### src/rtl/blink_rate_pkg.sv
// ---------------------------------------------------------------------------
// blink_rate_pkg: FSM states, rate commands and the saturating divider step.
// Revision: 1.0
// ---------------------------------------------------------------------------
`default_nettype none

package blink_rate_pkg;

  localparam int DIV_W = 32;

  typedef enum logic [1:0] {
    IDLE     = 2'd0,
    DEBOUNCE = 2'd1,
    HELD     = 2'd2,
    REPEAT   = 2'd3
  } state_e;

  // Encoding matches key = {faster, slower} so a key value casts directly.
  typedef enum logic [1:0] {
    CMD_NONE   = 2'b00,
    CMD_SLOWER = 2'b01,
    CMD_FASTER = 2'b10,
    CMD_RESET  = 2'b11
  } cmd_e;

  function automatic logic [DIV_W-1:0] step_divider(
    input logic [DIV_W-1:0] cur,
    input cmd_e             cmd,
    input logic [DIV_W-1:0] init_div,
    input logic [DIV_W-1:0] min_div,
    input logic [DIV_W-1:0] max_div
  );
    logic [DIV_W-1:0] nxt;
    nxt = cur;
    case (cmd)
      CMD_FASTER: nxt = ((cur >> 1) < min_div) ? min_div : (cur >> 1);
      // Bound is tested before shifting so the shift can never wrap.
      CMD_SLOWER: nxt = (cur > (max_div >> 1)) ? max_div : (cur << 1);
      CMD_RESET:  nxt = init_div;
      default:    nxt = cur;
    endcase
    return nxt;
  endfunction

endpackage

`default_nettype wire

### src/rtl/blink_rate_ctrl_if.sv
// ---------------------------------------------------------------------------
// blink_rate_if: button inputs and divider outputs of the rate controller.
// Revision: 1.0
// ---------------------------------------------------------------------------
`default_nettype none

interface blink_rate_if;
  import blink_rate_pkg::*;

  logic             btn_faster;
  logic             btn_slower;
  logic [DIV_W-1:0] divider;
  logic             changed;

  modport master (
    output btn_faster,
    output btn_slower,
    input  divider,
    input  changed
  );

  modport slave (
    input  btn_faster,
    input  btn_slower,
    output divider,
    output changed
  );

endinterface

`default_nettype wire

### src/rtl/btn_sync.sv
// ---------------------------------------------------------------------------
// btn_sync: WIDTH-bit two-flop synchroniser, resets to the button release level.
// Revision: 1.0
// ---------------------------------------------------------------------------
`default_nettype none

module btn_sync #(
  parameter int   WIDTH       = 1,
  parameter logic RELEASE_LVL = 1'b0
) (
  input  wire logic             clk_in,
  input  wire logic             rst_n,
  input  wire logic [WIDTH-1:0] async_in,
  output logic      [WIDTH-1:0] sync_out
);

  logic [WIDTH-1:0] meta_q, meta_d;
  logic [WIDTH-1:0] sync_q, sync_d;

  always_comb begin
    meta_d = async_in;
    sync_d = meta_q;
  end

  always_ff @(posedge clk_in or negedge rst_n) begin
    if (!rst_n) begin
      meta_q <= {WIDTH{RELEASE_LVL}};
      sync_q <= {WIDTH{RELEASE_LVL}};
    end else begin
      meta_q <= meta_d;
      sync_q <= sync_d;
    end
  end

  assign sync_out = sync_q;

endmodule

`default_nettype wire

### src/rtl/blink_rate_ctrl.sv
// ---------------------------------------------------------------------------
// blink_rate_ctrl: debounced faster/slower buttons with hold-to-repeat drive
// a saturating 32-bit divider word.  Revision: 1.0
// ---------------------------------------------------------------------------
`default_nettype none

module blink_rate_ctrl
  import blink_rate_pkg::*;
#(
  parameter logic [DIV_W-1:0] INIT_DIV        = 32'd6_000_000,
  parameter logic [DIV_W-1:0] MIN_DIV         = 32'd1,
  parameter logic [DIV_W-1:0] MAX_DIV         = 32'h8000_0000,
  parameter int unsigned      DEBOUNCE_CYCLES = 120_000,
  parameter int unsigned      HOLD_CYCLES     = 6_000_000,
  parameter int unsigned      REPEAT_CYCLES   = 1_200_000,
  parameter bit               BTN_ACTIVE_LOW  = 1'b1
) (
  input  wire logic   clk_in,
  input  wire logic   rst_n,
  blink_rate_if.slave bus
);

  localparam int unsigned MAX_AB  = (DEBOUNCE_CYCLES > HOLD_CYCLES) ? DEBOUNCE_CYCLES : HOLD_CYCLES;
  localparam int unsigned MAX_CYC = (MAX_AB > REPEAT_CYCLES) ? MAX_AB : REPEAT_CYCLES;
  localparam int          CNT_W   = $clog2(MAX_CYC + 1);

  localparam logic [CNT_W-1:0] DEB_LAST  = CNT_W'(DEBOUNCE_CYCLES - 1);
  localparam logic [CNT_W-1:0] HOLD_LAST = CNT_W'(HOLD_CYCLES - 1);
  localparam logic [CNT_W-1:0] REP_LAST  = CNT_W'(REPEAT_CYCLES - 1);
  localparam logic             REL_LVL   = BTN_ACTIVE_LOW ? 1'b1 : 1'b0;

  logic [1:0]       btn_sync_out;
  logic [1:0]       key;
  logic [1:0]       key_prev_q, key_prev_d;
  state_e           state_q, state_d;
  logic [CNT_W-1:0] cnt_q, cnt_d;
  logic [DIV_W-1:0] divider_q, divider_d;
  logic             changed_q, changed_d;
  logic             fire;
  logic [DIV_W-1:0] step_val;

  btn_sync #(
    .WIDTH       (2),
    .RELEASE_LVL (REL_LVL)
  ) u_btn_sync (
    .clk_in   (clk_in),
    .rst_n    (rst_n),
    .async_in ({bus.btn_faster, bus.btn_slower}),
    .sync_out (btn_sync_out)
  );

  assign key = btn_sync_out ^ {2{REL_LVL}};

  always_comb begin
    state_d    = state_q;
    cnt_d      = cnt_q;
    fire       = 1'b0;
    key_prev_d = key;
    // Any key movement restarts debouncing regardless of the current state.
    if (key != key_prev_q) begin
      state_d = (key != 2'b00) ? DEBOUNCE : IDLE;
      cnt_d   = '0;
    end else begin
      case (state_q)
        IDLE: cnt_d = '0;
        DEBOUNCE: begin
          if (cnt_q == DEB_LAST) begin
            state_d = HELD;
            cnt_d   = '0;
            fire    = 1'b1;
          end else begin
            cnt_d = cnt_q + CNT_W'(1);
          end
        end
        HELD: begin
          // Both-pressed parks here with the counter frozen at its last value.
          if (cnt_q == HOLD_LAST) begin
            if (key != CMD_RESET) begin
              state_d = REPEAT;
              cnt_d   = '0;
              fire    = 1'b1;
            end
          end else begin
            cnt_d = cnt_q + CNT_W'(1);
          end
        end
        REPEAT: begin
          if (cnt_q == REP_LAST) begin
            cnt_d = '0;
            fire  = 1'b1;
          end else begin
            cnt_d = cnt_q + CNT_W'(1);
          end
        end
        default: begin
          state_d = IDLE;
          cnt_d   = '0;
        end
      endcase
    end
  end

  always_comb begin
    step_val  = step_divider(divider_q, cmd_e'(key), INIT_DIV, MIN_DIV, MAX_DIV);
    divider_d = fire ? step_val : divider_q;
    changed_d = fire && (step_val != divider_q);
  end

  always_ff @(posedge clk_in or negedge rst_n) begin
    if (!rst_n) begin
      state_q    <= IDLE;
      cnt_q      <= '0;
      key_prev_q <= 2'b00;
      divider_q  <= INIT_DIV;
      changed_q  <= 1'b0;
    end else begin
      state_q    <= state_d;
      cnt_q      <= cnt_d;
      key_prev_q <= key_prev_d;
      divider_q  <= divider_d;
      changed_q  <= changed_d;
    end
  end

  assign bus.divider = divider_q;
  assign bus.changed = changed_q;

endmodule

`default_nettype wire

### src/flat_wrapper.sv
// flat-port wrapper written by rule: the top's interface ports become plain ports
module blink_rate_ctrl_flat import blink_rate_pkg::*;
#(
  parameter logic [DIV_W-1:0] INIT_DIV        = 32'd6_000_000,
  parameter logic [DIV_W-1:0] MIN_DIV         = 32'd1,
  parameter logic [DIV_W-1:0] MAX_DIV         = 32'h8000_0000,
  parameter int unsigned      DEBOUNCE_CYCLES = 120_000,
  parameter int unsigned      HOLD_CYCLES     = 6_000_000,
  parameter int unsigned      REPEAT_CYCLES   = 1_200_000,
  parameter bit               BTN_ACTIVE_LOW  = 1'b1
)
  (clk_in, rst_n, bus_btn_faster, bus_btn_slower, bus_divider, bus_changed);
  blink_rate_if bus_i ();
  input  wire logic clk_in;
  input  wire logic rst_n;
  input wire logic [$bits(bus_i.btn_faster)-1:0] bus_btn_faster;
  input wire logic [$bits(bus_i.btn_slower)-1:0] bus_btn_slower;
  output wire logic [$bits(bus_i.divider)-1:0] bus_divider;
  output wire logic [$bits(bus_i.changed)-1:0] bus_changed;
  assign bus_i.btn_faster = bus_btn_faster;
  assign bus_i.btn_slower = bus_btn_slower;
  assign bus_divider = bus_i.divider;
  assign bus_changed = bus_i.changed;
  blink_rate_ctrl #(.INIT_DIV(INIT_DIV), .MIN_DIV(MIN_DIV), .MAX_DIV(MAX_DIV), .DEBOUNCE_CYCLES(DEBOUNCE_CYCLES), .HOLD_CYCLES(HOLD_CYCLES), .REPEAT_CYCLES(REPEAT_CYCLES), .BTN_ACTIVE_LOW(BTN_ACTIVE_LOW)) u_core (.clk_in(clk_in), .rst_n(rst_n), .bus(bus_i));
endmodule
### config.mk
export PLATFORM = sky130hd
export DESIGN_NAME = blink_rate_ctrl_flat
export DESIGN_NICKNAME = d
export VERILOG_FILES = /design/src/rtl/blink_rate_pkg.sv /design/src/rtl/blink_rate_ctrl_if.sv /design/src/rtl/btn_sync.sv /design/src/rtl/blink_rate_ctrl.sv /design/src/flat_wrapper.sv
export SDC_FILE = /design/constraint.sdc
export NUM_CORES = 1
export LEC_CHECK = 0
export CAP_MARGIN = 20
export CORE_MARGIN = 5
export CORE_UTILIZATION = 55
export DETAILED_ROUTE_END_ITERATION = 8
export PLACE_DENSITY = 0.73
export SYNTH_ARGS = -nofsm -noshare
export SYNTH_HDL_FRONTEND = slang
export SYNTH_SLANG_ARGS = --single-unit
### constraint.sdc
create_clock -name clk_in -period 3.2 [get_ports clk_in]
set_input_delay 0.96 -clock clk_in [delete_from_list [all_inputs] [get_ports clk_in]]
set_output_delay 0.96 -clock clk_in [all_outputs]
set_load 0.02 [all_outputs]
Word level (Yosys, flattened, before mapping)
Cells that the tools add are included.
- bits in registers: 64
- input bits: 4
- output and inout port bits: 33
- add/subtract/negate cells: 1
- order comparisons: 2
- equality and inequality tests: 16
- muxes and demuxes: 21
- bitwise gates (word level): 1
- reduce and logical (&&, ||, !) cells: 5
- operators with widths (operator ; count):
    23-bit 2-to-1 mux ; 5
    32-bit one-hot mux with 3 select lines ; 1
    23-bit one-hot mux with 4 select lines ; 1
    32-bit by 31-bit > comparator with 1-bit output (second input constant) ; 1
    32-bit 2-to-1 mux ; 1
    32-bit != test ; 1
    31-bit by 1-bit less-than comparator with 1-bit output (second input constant) ; 1
    31-bit 2-to-1 mux ; 1
    23-bit by 1-bit adder with 23-bit output (second input constant) ; 1
    23-bit by 17-bit equality test with 1-bit output (second input constant) ; 1
    23-bit by 21-bit equality test with 1-bit output (second input constant) ; 1
    23-bit equality test (second input constant) ; 1
    3-bit by 1-bit != test with 1-bit output (second input constant) ; 3
    2-bit equality test (second input constant) ; 4
    2-bit 2-to-1 mux ; 4
    1-bit 2-to-1 mux ; 6
    2-bit by 1-bit equality test with 1-bit output (second input constant) ; 2
    4-bit by 3-bit != test with 1-bit output (second input constant) ; 1
    2-bit one-hot mux with 2 select lines ; 1
    4-bit AND reduction ; 1
    1-bit one-hot mux with 3 select lines ; 1
    3-bit nonzero test ; 1
    2-bit logical NOT ; 1
    2-bit != test ; 1
    4 further kinds ; 4

Longest topological paths before layout
- depth after elaboration: 7
- depth in mapped cells: 11

Hierarchy
A second synthesis with hierarchy kept.
- cell total of the unflattened synthesis: 540
- area total of the unflattened synthesis: 4444.3 um^2
- by module, submodules not included (module ; times used ; cells an instance ; area an instance (um^2) ; sequential area each (um^2)):
    blink_rate_ctrl ; 1 ; 536 ; 4339.2 ; 1514.0
    btn_sync ; 1 ; 4 ; 105.1 ; 105.1

Least setup slack after synthesis
Ideal clock, no wire load.
- kind: register to register
- start point: register u_core.divider_q[9], in the netlist u_core.bus.divider[9]
- end point: register u_core.changed_q, in the netlist u_core.bus.changed
- library setup time: 0.130 ns
- arrival: 2.252 ns
- required time: 3.070 ns
- slack: 0.818 ns
- stages on the path, launching flop included: 10
- buffers on the path: 1
- period minus slack after synthesis: 2.382 ns
- path through: dfrtp_1 -> buf_6 -> nor4_2 -> and4_1 -> a21boi_1 -> nor2_1 -> a21oi_1 -> a2111o_1 -> nor3_2 -> a31oi_1
- longest elaborated chain between the ends: 5
- elaborated cells between the ends (all ways): 7
- ends and longest elaborated chain (element ; line ; source):
    start: declaration ; blink_rate_ctrl.sv:37 ; logic [DIV_W-1:0] divider_q, divider_d;
    start signal: assignment ; blink_rate_ctrl.sv:120 ; divider_q <= divider_d;
    32-bit by 31-bit > comparator with 1-bit output / 31-bit by 1-bit less-than comparator with 1-bit output (equally long branches) ; blink_rate_pkg.sv:38, blink_rate_pkg.sv:36 ;
    32-bit 2-to-1 mux / 31-bit 2-to-1 mux (equally long branches) ; blink_rate_pkg.sv:38, blink_rate_pkg.sv:36 ;
    32-bit one-hot mux with 3 select lines ; blink_rate_pkg.sv:35 ; case (cmd)
    32-bit != test * ; blink_rate_ctrl.sv:106 ; changed_d = fire && (step_val != divider_q);
    1-bit logical AND * ; blink_rate_ctrl.sv:106 ;
    via u_core.changed_d ; blink_rate_ctrl.sv:38 ; logic changed_q, changed_d;
    end signal: assignment ; blink_rate_ctrl.sv:121 ; changed_q <= changed_d;
    end: declaration ; blink_rate_ctrl.sv:38 ;
The timed path passes the listed nets; every way through them passes the cells marked *.
A chain may end at the register's enable or synchronous reset.

Worst setup path in the final report
- start point: register u_core.cnt_q[18]
- end point: register u_core.divider_q[29], in the netlist u_core.bus.divider[29]
- longest elaborated chain between the ends: 4
- elaborated cells between the ends (all ways): 8
- ends and longest elaborated chain (element ; line ; source):
    start: declaration ; blink_rate_ctrl.sv:36 ; logic [CNT_W-1:0] cnt_q, cnt_d;
    start signal: assignment ; blink_rate_ctrl.sv:118 ; cnt_q <= cnt_d;
    23-bit by 21-bit equality test with 1-bit output (tied with other cells) ; blink_rate_ctrl.sv:88 ; if (cnt_q == REP_LAST) begin
    1-bit 2-to-1 mux (on tied branches) ; blink_rate_ctrl.sv:88, blink_rate_ctrl.sv:67, blink_rate_ctrl.sv:77 ;
    1-bit one-hot mux with 3 select lines * ; blink_rate_ctrl.sv:64 ; case (state_q)
    1-bit 2-to-1 mux * ; blink_rate_ctrl.sv:60 ; if (key != key_prev_q) begin
Mark *: on every way between the ends. The rest lies on a longest branch, timed or not.

==> reports/metrics.yaml <==
run_status:
  status: "finished clean"
route:
  met1_length_um: 6910
  top_layer_used: "met4"
  ant_nets: 0
  vias: 4879
  via_per_inst: 6.94
  wl_met3_um: 1860
  wl_um: 15800
  drt_pass1_iterations: 7
  routedWlPerCell_um: 22.5
  drt_iter0_drc: 700
  drc: 0
  dr_wl_met2_um: 6600
floorplanning:
  floorplan.die.height_um: 100
  die-width_um: 100
  core_um2: 7810
  io_pins: 37
  rows: 32
  die_area_um2: 10000
  initial_core_util_pct: 57.3
synthesis:
  synth_mux_area_share_pct: 0.924
  yosys_warnings: 0
  yosysTopAreaCell: "dfrtp_1"
  synth_compound_area_share_pct: 29.8
  synth_nets: 566
  seq_area_frac_synth_pct: 36.2
  synth_top_cell_area_share_pct: 28.0
  synth_top_family_by_area: "compound AO/OA/AOI/OAI gates"
  synth-xor-area-share_pct: 3.13
  synth_edf_count: 0
  avgSynthCellArea_um2: 7.97
  async_reset_ff_share_pct: 100
  synth-seq-cells: 64
  netlist_top_cells_area: "dfrtp_1 28%, dfstp_2 8.2%, o21ai_0 5.8%, a21oi_1 5.5%, nor2_1 5.1%"
  netlist_instances: 561
  netlist_area_um2: 4470
  synthSimpleGateAreaFrac_pct: 22.7
  synth-adder-area-share_pct: 0.280
  ys.flop_type: "dfrtp_1"
  yosysUniqueCellTypes: 74
cells_and_area:
  finalInstanceArea_um2: 5240
  fillerInstances: 677
  diodes: 0
  area_growth_pct: 17.2
  nets: 601
  multiInputGateArea_um2: 2550
  drive_gt1_share_pct: 14.0
  ff_latch_area_um2: 1620
  final_common_cell: "nor2_1"
  mostFrequentLayoutCells: "61 x nor2_1, 53 x nand2_1, 52 x o21ai_0"
clocking:
  cts-resized-gates: 0
  cts_buffers: 9
  clk_pin_slew_ns: 0.08
  clkSinkCount: 64
  clockRootBuffer: "clkbuf_8"
  clockBufferDepth: 2
  cts_tree: "built"
  h-tree-depth: 3
  insertion_delay_ns: 0.35
  post_cts_buffers: 0
  ctsHoldBuffers: 0
timing:
  hold_violations: 0
  max_slew_margin_pct: 49.0
  period_needed_ns: 2.96
  min_period_over_period_pct: 92.4
  finClkSkew_ns: 0.0151
  max_freq_ghz: 0.338
  rsz0062_at_grt: "no"
  finalMaxSlewViolations: 0
  fin_setup_tns_ns: 0
  setup_viol: 0
  hold_ws_ns: 0.361
  tightest_slew_ns: 0.765
worst_hold_path:
  hold_path_class: "reg -> reg"
placed_design:
  postPlaceCellArea_um2: 5030
  port_buffers: 36
  dpl.hpwl_um: 11300
  gp_congestion: 1.03
pwr:
  p_int_uw: 1250
  netSwitchingFraction_pct: 27.2
  max-vdd-ir-drop_mv: 0.264
  combPwrFrac_pct: 8.9
  clkPwrFrac_pct: 42.8
  p_per_area_nw_per_um2: 329
  p_switching_uw: 468
  leakage_uw: 0.00205
  power_uw: 1720
  pwr-share-seq_pct: 48.2
worst_setup_path:
  startpoint_type: "flip-flop"
  crit_type: "reg -> reg"
  cpPeakStageDelay_ns: 0.45
  worst-path-buf-inv: 2
  cp_top_family: "simple AND/OR/NAND/NOR gates"
  cp_max_fo: 13
  crit_slowest_cell: "nor4_1"
  critPathArrivalTime_ns: 3.17
  cp_cell_sequence: "or3_1 -> nor4_1 -> a41oi_1 -> nor3_2 -> o21a_2 -> buf_4 -> inv_1 -> o21ai_0"
  crit_path_end_kind: "flip-flop"
  required_ns: 3.42
global_route:
  grt_util_all_layers_pct: 31.8
  grt_pass1_wl_um: 24900
  antenna_found_initial: 0
  grt_overflow_total: 0
  grt_max_degree: 33
  grt_pass1_vias: 4482
job:
  max_cap_violations: 0
==> final cells by class <==
cell class | instances | share of cell area (%)
Clock buffer | 10 | 2.63
Sequential cell | 64 | 30.9
Inverter | 23 | 1.65
Timing Repair Buffer | 74 | 12.5
Multi-Input combinational cell | 424 | 48.6
Tap cell | 102 | 2.44
Clock inverter | 6 | 1.29
==> power groups by stage <==
stage          registers (uW)  logic (uW)  clock network, uW
2_1_floorplan             838        94.9                  0
3_3_place_gp              844         147                  0
3_5_place_dp              845         149                  0
4_1_cts                   830         150                743
5_1_grt                   831         167                783
6_report                  831         154                737
==> sequential cells by signal, summed over array words and instances (netlist names) <==
register / count
u_core.cnt_q: 23
u_core.state_q: 2
u_core.u_btn_sync.sync_out: 2
u_core.bus.changed: 1
u_core.u_btn_sync.meta_q: 2
u_core.bus.divider: 32
u_core.key_prev_q: 2
==> final timing paths <==
path / from / to / slack (ns) / cells past startpoint
worst min register to register: u_core.u_btn_sync.meta_q[1] / u_core.u_btn_sync.sync_out[1] / 0.36 / 0
min in group asynchronous: rst_n / u_core.cnt_q[9] / 0.62 / 1
worst max-delay path: u_core.cnt_q[18] / u_core.bus.divider[29] / 0.24 / 8
worst min-delay path: u_core.u_btn_sync.meta_q[1] / u_core.u_btn_sync.sync_out[1] / 0.36 / 0
max in group asynchronous: rst_n / u_core.bus.divider[16] / 1.79 / 2
worst max register to register: u_core.cnt_q[18] / u_core.bus.divider[29] / 0.24 / 8
==> routing by layer <==
| metal | GRT usage [%] | up-vias |
|---|---|---|
| li1 | - | 2152 |
| met1 | 49.0 | 2282 |
| met2 | 44.6 | 380 |
| met3 | 5.21 | 65 |
| met4 | 11.7 | 0 |
| met5 | 0 | - |
==> synth_stat cells, types with 3 or more instances <==
| master | n |
|---|---|
| a21oi_1 | 49 |
| nor2b_1 | 7 |
| nor3_1 | 5 |
| buf_2 | 16 |
| dfrtp_1 | 50 |
| a31oi_1 | 13 |
| a221oi_1 | 6 |
| a32oi_1 | 7 |
| o2111ai_1 | 4 |
| buf_1 | 3 |
| nor3_2 | 3 |
| and3_1 | 7 |
| inv_1 | 21 |
| nand4_1 | 6 |
| o21a_1 | 7 |
| a222oi_1 | 3 |
| nor4_2 | 3 |
| a2bb2oi_1 | 5 |
| o31ai_1 | 3 |
| clkbuf_1 | 29 |
| mux2i_1 | 3 |
| xor2_1 | 6 |
| nand2_1 | 53 |
| o211ai_1 | 3 |
| nor4_1 | 10 |
| o22ai_1 | 9 |
| o21ai_0 | 52 |
| nand3_1 | 13 |
| nand2b_1 | 5 |
| dfstp_2 | 14 |
| nor2_1 | 61 |
| xnor2_1 | 10 |
| o221ai_1 | 3 |
| and4_1 | 6 |
| or3_1 | 5 |
| nand4b_1 | 3 |
| a22oi_1 | 9 |
==> logic make-up after synthesis <==
| kind of cell | count (synthesis) |
|---|---|
| AOI/OAI and AO/OA | 203 |
| and+or+nand+nor | 200 |
| buffers and inverters | 73 |
| DFF | 64 |
| xor gates and xnor gates | 16 |
| muxes | 4 |
| adders and majority gates | 1 |
==> metrics by stage <==
step,util (%),setup WS (ns),cells
final,67.1,0.244,703
after detailed placement,64.4,0.204,687
after global placement,64.4,0.362,687
after global routing,67.1,0.00182,703
after floorplan,-,0.818,561
after CTS,67.0,0.171,703
(Power assumes the default switching activity.)
==> RTL edit 1: new RTL, config.mk and constraints unchanged <==
`BTN_ACTIVE_LOW` is set to 1'b1 in 2 places; all go to 1'b0.
--- a/src/rtl/blink_rate_ctrl.sv
+++ b/src/rtl/blink_rate_ctrl.sv
@@ -13,7 +13,7 @@
   parameter int unsigned      DEBOUNCE_CYCLES = 120_000,
   parameter int unsigned      HOLD_CYCLES     = 6_000_000,
   parameter int unsigned      REPEAT_CYCLES   = 1_200_000,
-  parameter bit               BTN_ACTIVE_LOW  = 1'b1
+  parameter bit               BTN_ACTIVE_LOW  = 1'b0
 ) (
   input  wire logic   clk_in,
   input  wire logic   rst_n,
--- a/src/flat_wrapper.sv
+++ b/src/flat_wrapper.sv
@@ -7,7 +7,7 @@
   parameter int unsigned      DEBOUNCE_CYCLES = 120_000,
   parameter int unsigned      HOLD_CYCLES     = 6_000_000,
   parameter int unsigned      REPEAT_CYCLES   = 1_200_000,
-  parameter bit               BTN_ACTIVE_LOW  = 1'b1
+  parameter bit               BTN_ACTIVE_LOW  = 1'b0
 )
   (clk_in, rst_n, bus_btn_faster, bus_btn_slower, bus_divider, bus_changed);
   blink_rate_if bus_i ();
Check against the original RTL: same outputs for any inputs over 10 cycles, from zero or initial values and one cycle with rst_n low; that may be too few to reach the edited logic, so the function may still have changed.
==> RTL edit 1 against the original RTL <==
- fmax decreased by 2.2%
- total power increased by 0.74%
- first-iteration DRC count decreased by 1.9%
- synthesized area increased by 2.4%
- worst setup slack got worse by 0.066 ns
- wire length decreased by 1.8%
- sequential cell count unchanged
- final area increased by 3.9%
- largest cell class unchanged
==> RTL edit 1: results (changes against the original RTL) <==
[sta]
setup_tns_ns = 0  ; unchanged
skew_ns = 0.0128  ; was 0.0151 ns
tightest_slew_ns = 0.804  ; was 0.765 ns

[global_route]
grt_antenna_before_repair = 0  ; unchanged
grt_pass1_vias = 4602  ; was 4482
grt_first_pass_wirelength_um = 25000  ; was 24900 µm
grtUsageTotal = 0.315  ; was 0.318
grt_max_degree = 53  ; was 33

[critical_path]
cp.arrival_ns = 3.30  ; was 3.17 ns
cp_slowest_cell = or4b_1  ; was nor4_1
critPathMaxStageDelay_ns = 0.53  ; was 0.45 ns
cp_max_fo = 27  ; was 13
path_delay_family = simple AND/OR/NAND/NOR gates  ; unchanged

[routing]
vias = 4841  ; was 4879
dr.pass1.iters = 6  ; was 7
drtIter0Drc = 687  ; was 700
post_drt_wl_per_cell_um = 21.4  ; was 22.5 µm

[clock_network]
cts_setup_buffers = 0  ; unchanged
clk_latency_ns = 0.35  ; about the same
clkTransAtPathRegs_ns = 0.08  ; about the same
cts_buffer_depth = 2  ; unchanged
cts-root-buf = clkbuf_8  ; unchanged
cts-htree-levels = 3  ; unchanged
cts_buffers = 9  ; unchanged

[logic_synthesis]
synth_top_flop_cell = dfrtp_1  ; unchanged
yosys_warnings = 0  ; unchanged
synth_area_leaders = dfrtp_1 (30%), a21oi_1 (5.8%), dfstp_2 (5.7%)  ; was dfrtp_1 (28%), dfstp_2 (8.2%), o21ai_0 (5.8%)
ys_async_sr_fraction = 1.00  ; unchanged
ys_seq_area_frac = 0.353  ; was 0.362
synth_cell_type_count = 71  ; was 74
netlist_top_cells_count = nor2_1 (69), dfrtp_1 (54), a21oi_1 (53)  ; was nor2_1 (61), nand2_1 (53), o21ai_0 (52)
synthesis.nets = 579  ; was 566

[placement]
portBuffers = 36  ; unchanged
gp_congestion = 1.07  ; was 1.03
dp_hpwl_um = 11200  ; was 11300 µm

[die]
initial_utilization = 0.560  ; was 0.573

[power]
peakVddDrop_mv = 0.319  ; was 0.264 mV
p_comb_frac = 0.101  ; was 0.089
p_clk_frac = 0.425  ; was 0.428
power.leakage_nw = 2.14  ; was 2.05 nW
swShare = 0.274  ; was 0.272

[cells_and_area]
largest_register_ffs = 32  ; unchanged
diodes = 0  ; unchanged
layout-drive-gt1-share = 0.173  ; was 0.140
fill_cells = 694  ; was 677
fin_nets = 623  ; was 601

[run_status]
status = completed  ; unchanged

[min_path]
min_path_type = reg2reg  ; unchanged

[RTL edit 1: changes by cell type in the layout (fill, tap and decap cells not counted), sizes merged, moves of 5 or more]
cell and delta:
a21oi +21, and4 -5, nand2 -18, nand2b +8, a2bb2oi -5, nor2 +10
a32oi -6, a221oi -5, nor2b +10, o22a +5, nand3 +5, o21ai -7
buf +13
[RTL edit 1: worst paths after layout]
check / from / cells after the start / end / slack (ns)
worst max-delay path: u_core.cnt_q[12]$_DFFE_PN0P_ / 9 / u_core.bus.divider[12]$_DFFE_PN0P_ / 0.18
worst min-delay path: u_core.u_btn_sync.meta_q[0]$_DFF_PN0_ / 0 / u_core.u_btn_sync.sync_out[0]$_DFF_PN0_ / 0.35
worst max register to register: u_core.cnt_q[12]$_DFFE_PN0P_ / 9 / u_core.bus.divider[12]$_DFFE_PN0P_ / 0.18
worst min register to register: u_core.u_btn_sync.meta_q[0]$_DFF_PN0_ / 0 / u_core.u_btn_sync.sync_out[0]$_DFF_PN0_ / 0.35
max in group asynchronous: rst_n / 2 / u_core.bus.divider[0]$_DFFE_PN0P_ / 2.21
min in group asynchronous: rst_n / 1 / u_core.cnt_q[15]$_DFFE_PN0P_ / 0.44
[RTL edit 1: layer usage]
metal / GRT usage / part of all wire / vias up
met5: 0 / 0 / -
met4: 0.104 / 0.026 / 0
met3: 0.111 / 0.13 / 48
met2: 0.442 / 0.43 / 326
met1: 0.452 / 0.42 / 2296
li1: - / - / 2171
[RTL edit 1: layout make-up]
type,count,area [µm²],share of cell area
timing repair buffer,87,788,0.145
multi-input combinational,436,2640,0.484
clock buffer,12,145,0.0267
inverter,20,75.1,0.0138
tap,105,131,0.0241
clock inverter,4,53.8,0.00989
sequential,64,1610,0.297
[RTL edit 1: cell families after synthesis]
family | synth area share
buffers and inverters | 0.0738
flip-flops | 0.353
adder cells (fa/ha/maj) | 0.00273
XOR/XNOR | 0.0268
AO/OA/AOI/OAI | 0.295
multiplexers | 0.00246
AND/OR/NAND/NOR | 0.247
[RTL edit 1: repair_timing]
| item | in CTS | in global routing |
|---|---|---|
| endpoints found under the setup margin | 0 | 1 |
| gates resized for setup | 0 | 1 |
| endpoints found under the hold margin | 0 | 0 |
[RTL edit 1: through the flow]
stage | total power, mW | util | setup slack, ns | cells | cell area [µm²]
6_report | 1.73 | 0.666 | 0.179 | 728 | 5440
2_1_floorplan | 0.935 | - | 0.338 | 574 | 4580
5_1_grt | 1.80 | 0.666 | 0.0329 | 728 | 5440
3_3_place_gp | 1.01 | 0.641 | 0.268 | 712 | 5240
3_5_place_dp | 1.01 | 0.641 | 0.213 | 712 | 5240
4_1_cts | 1.73 | 0.665 | 0.187 | 728 | 5440
==> RTL edit 2: new RTL, config.mk and constraints unchanged <==
Without the edit above. The 4 states of `state_e` get a one-hot encoding in 4 bits.
--- a/src/rtl/blink_rate_pkg.sv
+++ b/src/rtl/blink_rate_pkg.sv
@@ -8,11 +8,11 @@
 
   localparam int DIV_W = 32;
 
-  typedef enum logic [1:0] {
-    IDLE     = 2'd0,
-    DEBOUNCE = 2'd1,
-    HELD     = 2'd2,
-    REPEAT   = 2'd3
+  typedef enum logic [3:0] {
+    IDLE     = 4'b0001,
+    DEBOUNCE = 4'b0010,
+    HELD     = 4'b0100,
+    REPEAT   = 4'b1000
   } state_e;
 
   // Encoding matches key = {faster, slower} so a key value casts directly.
Formal check against the unedited RTL: no difference found for any inputs over 10 cycles, from zero or initial values and one cycle with rst_n low; not proved beyond that.
==> RTL edit 2 against the original RTL <==
- cell count increased by 9.5%
- final area up 7.7%
- total power grew 6.7%
- wire length rose by 4.0%
- worst setup slack got worse by 0.20 ns
- clock skew is 0.0032 ns higher
- synthesized area increased by 5.0%
- sequential cell count increased by 2
- critical path type unchanged
- largest power group unchanged
==> RTL edit 2: results (changes against the original RTL) <==
[cells_and_area]
fill_cells = 711  ; was 677
largest_register_ffs = 32  ; unchanged
layout-drive-gt1-share = 0.152  ; was 0.140
fin_nets = 665  ; was 601

[routing]
routed_wirelength_um = 16500  ; was 15800 µm
viasPerCell = 6.70  ; was 6.94
drtIter0Drc = 638  ; was 700
dr.pass1.iters = 6  ; was 7

[global_route]
grt_max_degree = 29  ; was 33
grt_pass1_vias = 4698  ; was 4482
grtUsageTotal = 0.327  ; was 0.318

[logic_synthesis]
yosys_warnings = 0  ; unchanged
netlist_top_cells_count = nor2_1 (64), o21ai_0 (61), nand2_1 (56)  ; was nor2_1 (61), nand2_1 (53), o21ai_0 (52)
synthesis.nets = 609  ; was 566
synth_cell_type_count = 66  ; was 74
ys_async_sr_fraction = 1.00  ; unchanged
ys_seq_area_frac = 0.356  ; was 0.362

[critical_path]
critPathMaxStageDelay_ns = 0.65  ; was 0.45 ns
cp.arrival_ns = 3.36  ; was 3.17 ns
path_delay_family = compound AO/OA/AOI/OAI gates  ; was simple AND/OR/NAND/NOR gates

[placement]
gp_congestion = 1.05  ; was 1.03
placed_area_mm2 = 0.00543  ; was 0.00503 mm²

[power]
power.leakage_nw = 2.25  ; was 2.05 nW

[sta]
skew_ns = 0.0183  ; was 0.0151 ns
slew_headroom = 0.613  ; was 0.490

[run_status]
status = completed  ; unchanged

==> RTL edit 2: layout make-up <==
cell class	count	area [µm²]	share of cell area
Inverter	20	75.1	0.0133
Clock inverter	7	76.3	0.0135
Clock buffer	9	124	0.0220
Sequential cell	66	1670	0.296
Timing Repair Buffer	95	811	0.144
Tap cell	105	131	0.0233
Multi-Input combinational cell	468	2750	0.488
==> RTL edit 2: repair_timing <==
action,CTS,global route
gates resized for setup,0,1
endpoints found under the setup margin,0,1
endpoints found under the hold margin,0,0
==> RTL edit 2: cell families (layout without fill, tap and decap cells) <==
kind of cell,Yosys count,after routing,share of synthesized area
fa+ha+maj,1,1,0.00267
simple gates,239,239,0.258
flops,66,66,0.356
compound gates,202,202,0.275
xor+xnor,23,23,0.0429
buf+inv,70,131,0.0589
mux,3,3,0.00640
==> RTL edit 2: metal layers <==
layer	vias up	wire [µm]	global-route usage
met3	60	1720	0.0689
met4	0	557	0.119
li1	2300	-	-
met2	356	7010	0.460
met5	-	0	0
met1	2444	7190	0.494
==> RTL edit 2: power by group <==
| group | switching (mW) | total (mW) | internal [mW] |
|---|---|---|---|
| clock network | 0.378 | 0.744 | 0.365 |
| registers | 0.0279 | 0.882 | 0.854 |
| logic | 0.132 | 0.210 | 0.0780 |
| total | 0.539 | 1.84 | 1.30 |
==> RTL edit 2: metrics by stage <==
step	util	std cells	setup slack [ns]	power, mW	hold WS, ns
after CTS	0.682	770	0.116	1.84	0.383
after global routing	0.683	770	0.0108	1.91	0.394
final	0.683	770	0.0445	1.84	0.386
after detailed placement	0.658	754	0.123	1.10	0.366
after global placement	0.658	754	0.189	1.09	0.374
after floorplan	-	604	0.421	1.02	0.345
==> RTL edit 2: worst paths after layout <==
kind | startpoint | to | slack, ns | cells after the start
setup / recovery | u_core.u_btn_sync.sync_out[1]$_DFF_PN1_ | u_core.bus.changed$_DFF_PN0_ | 0.04 | 7
hold / removal | u_core.u_btn_sync.meta_q[0]$_DFF_PN1_ | u_core.u_btn_sync.sync_out[0]$_DFF_PN1_ | 0.39 | 0
setup reg to reg | u_core.u_btn_sync.sync_out[1]$_DFF_PN1_ | u_core.bus.changed$_DFF_PN0_ | 0.04 | 7
hold reg to reg | u_core.u_btn_sync.meta_q[0]$_DFF_PN1_ | u_core.u_btn_sync.sync_out[0]$_DFF_PN1_ | 0.39 | 0
max in group asynchronous | rst_n | u_core.cnt_q[6]$_DFFE_PN0P_ | 1.92 | 2
min in group asynchronous | rst_n | u_core.cnt_q[12]$_DFFE_PN0P_ | 0.56 | 1
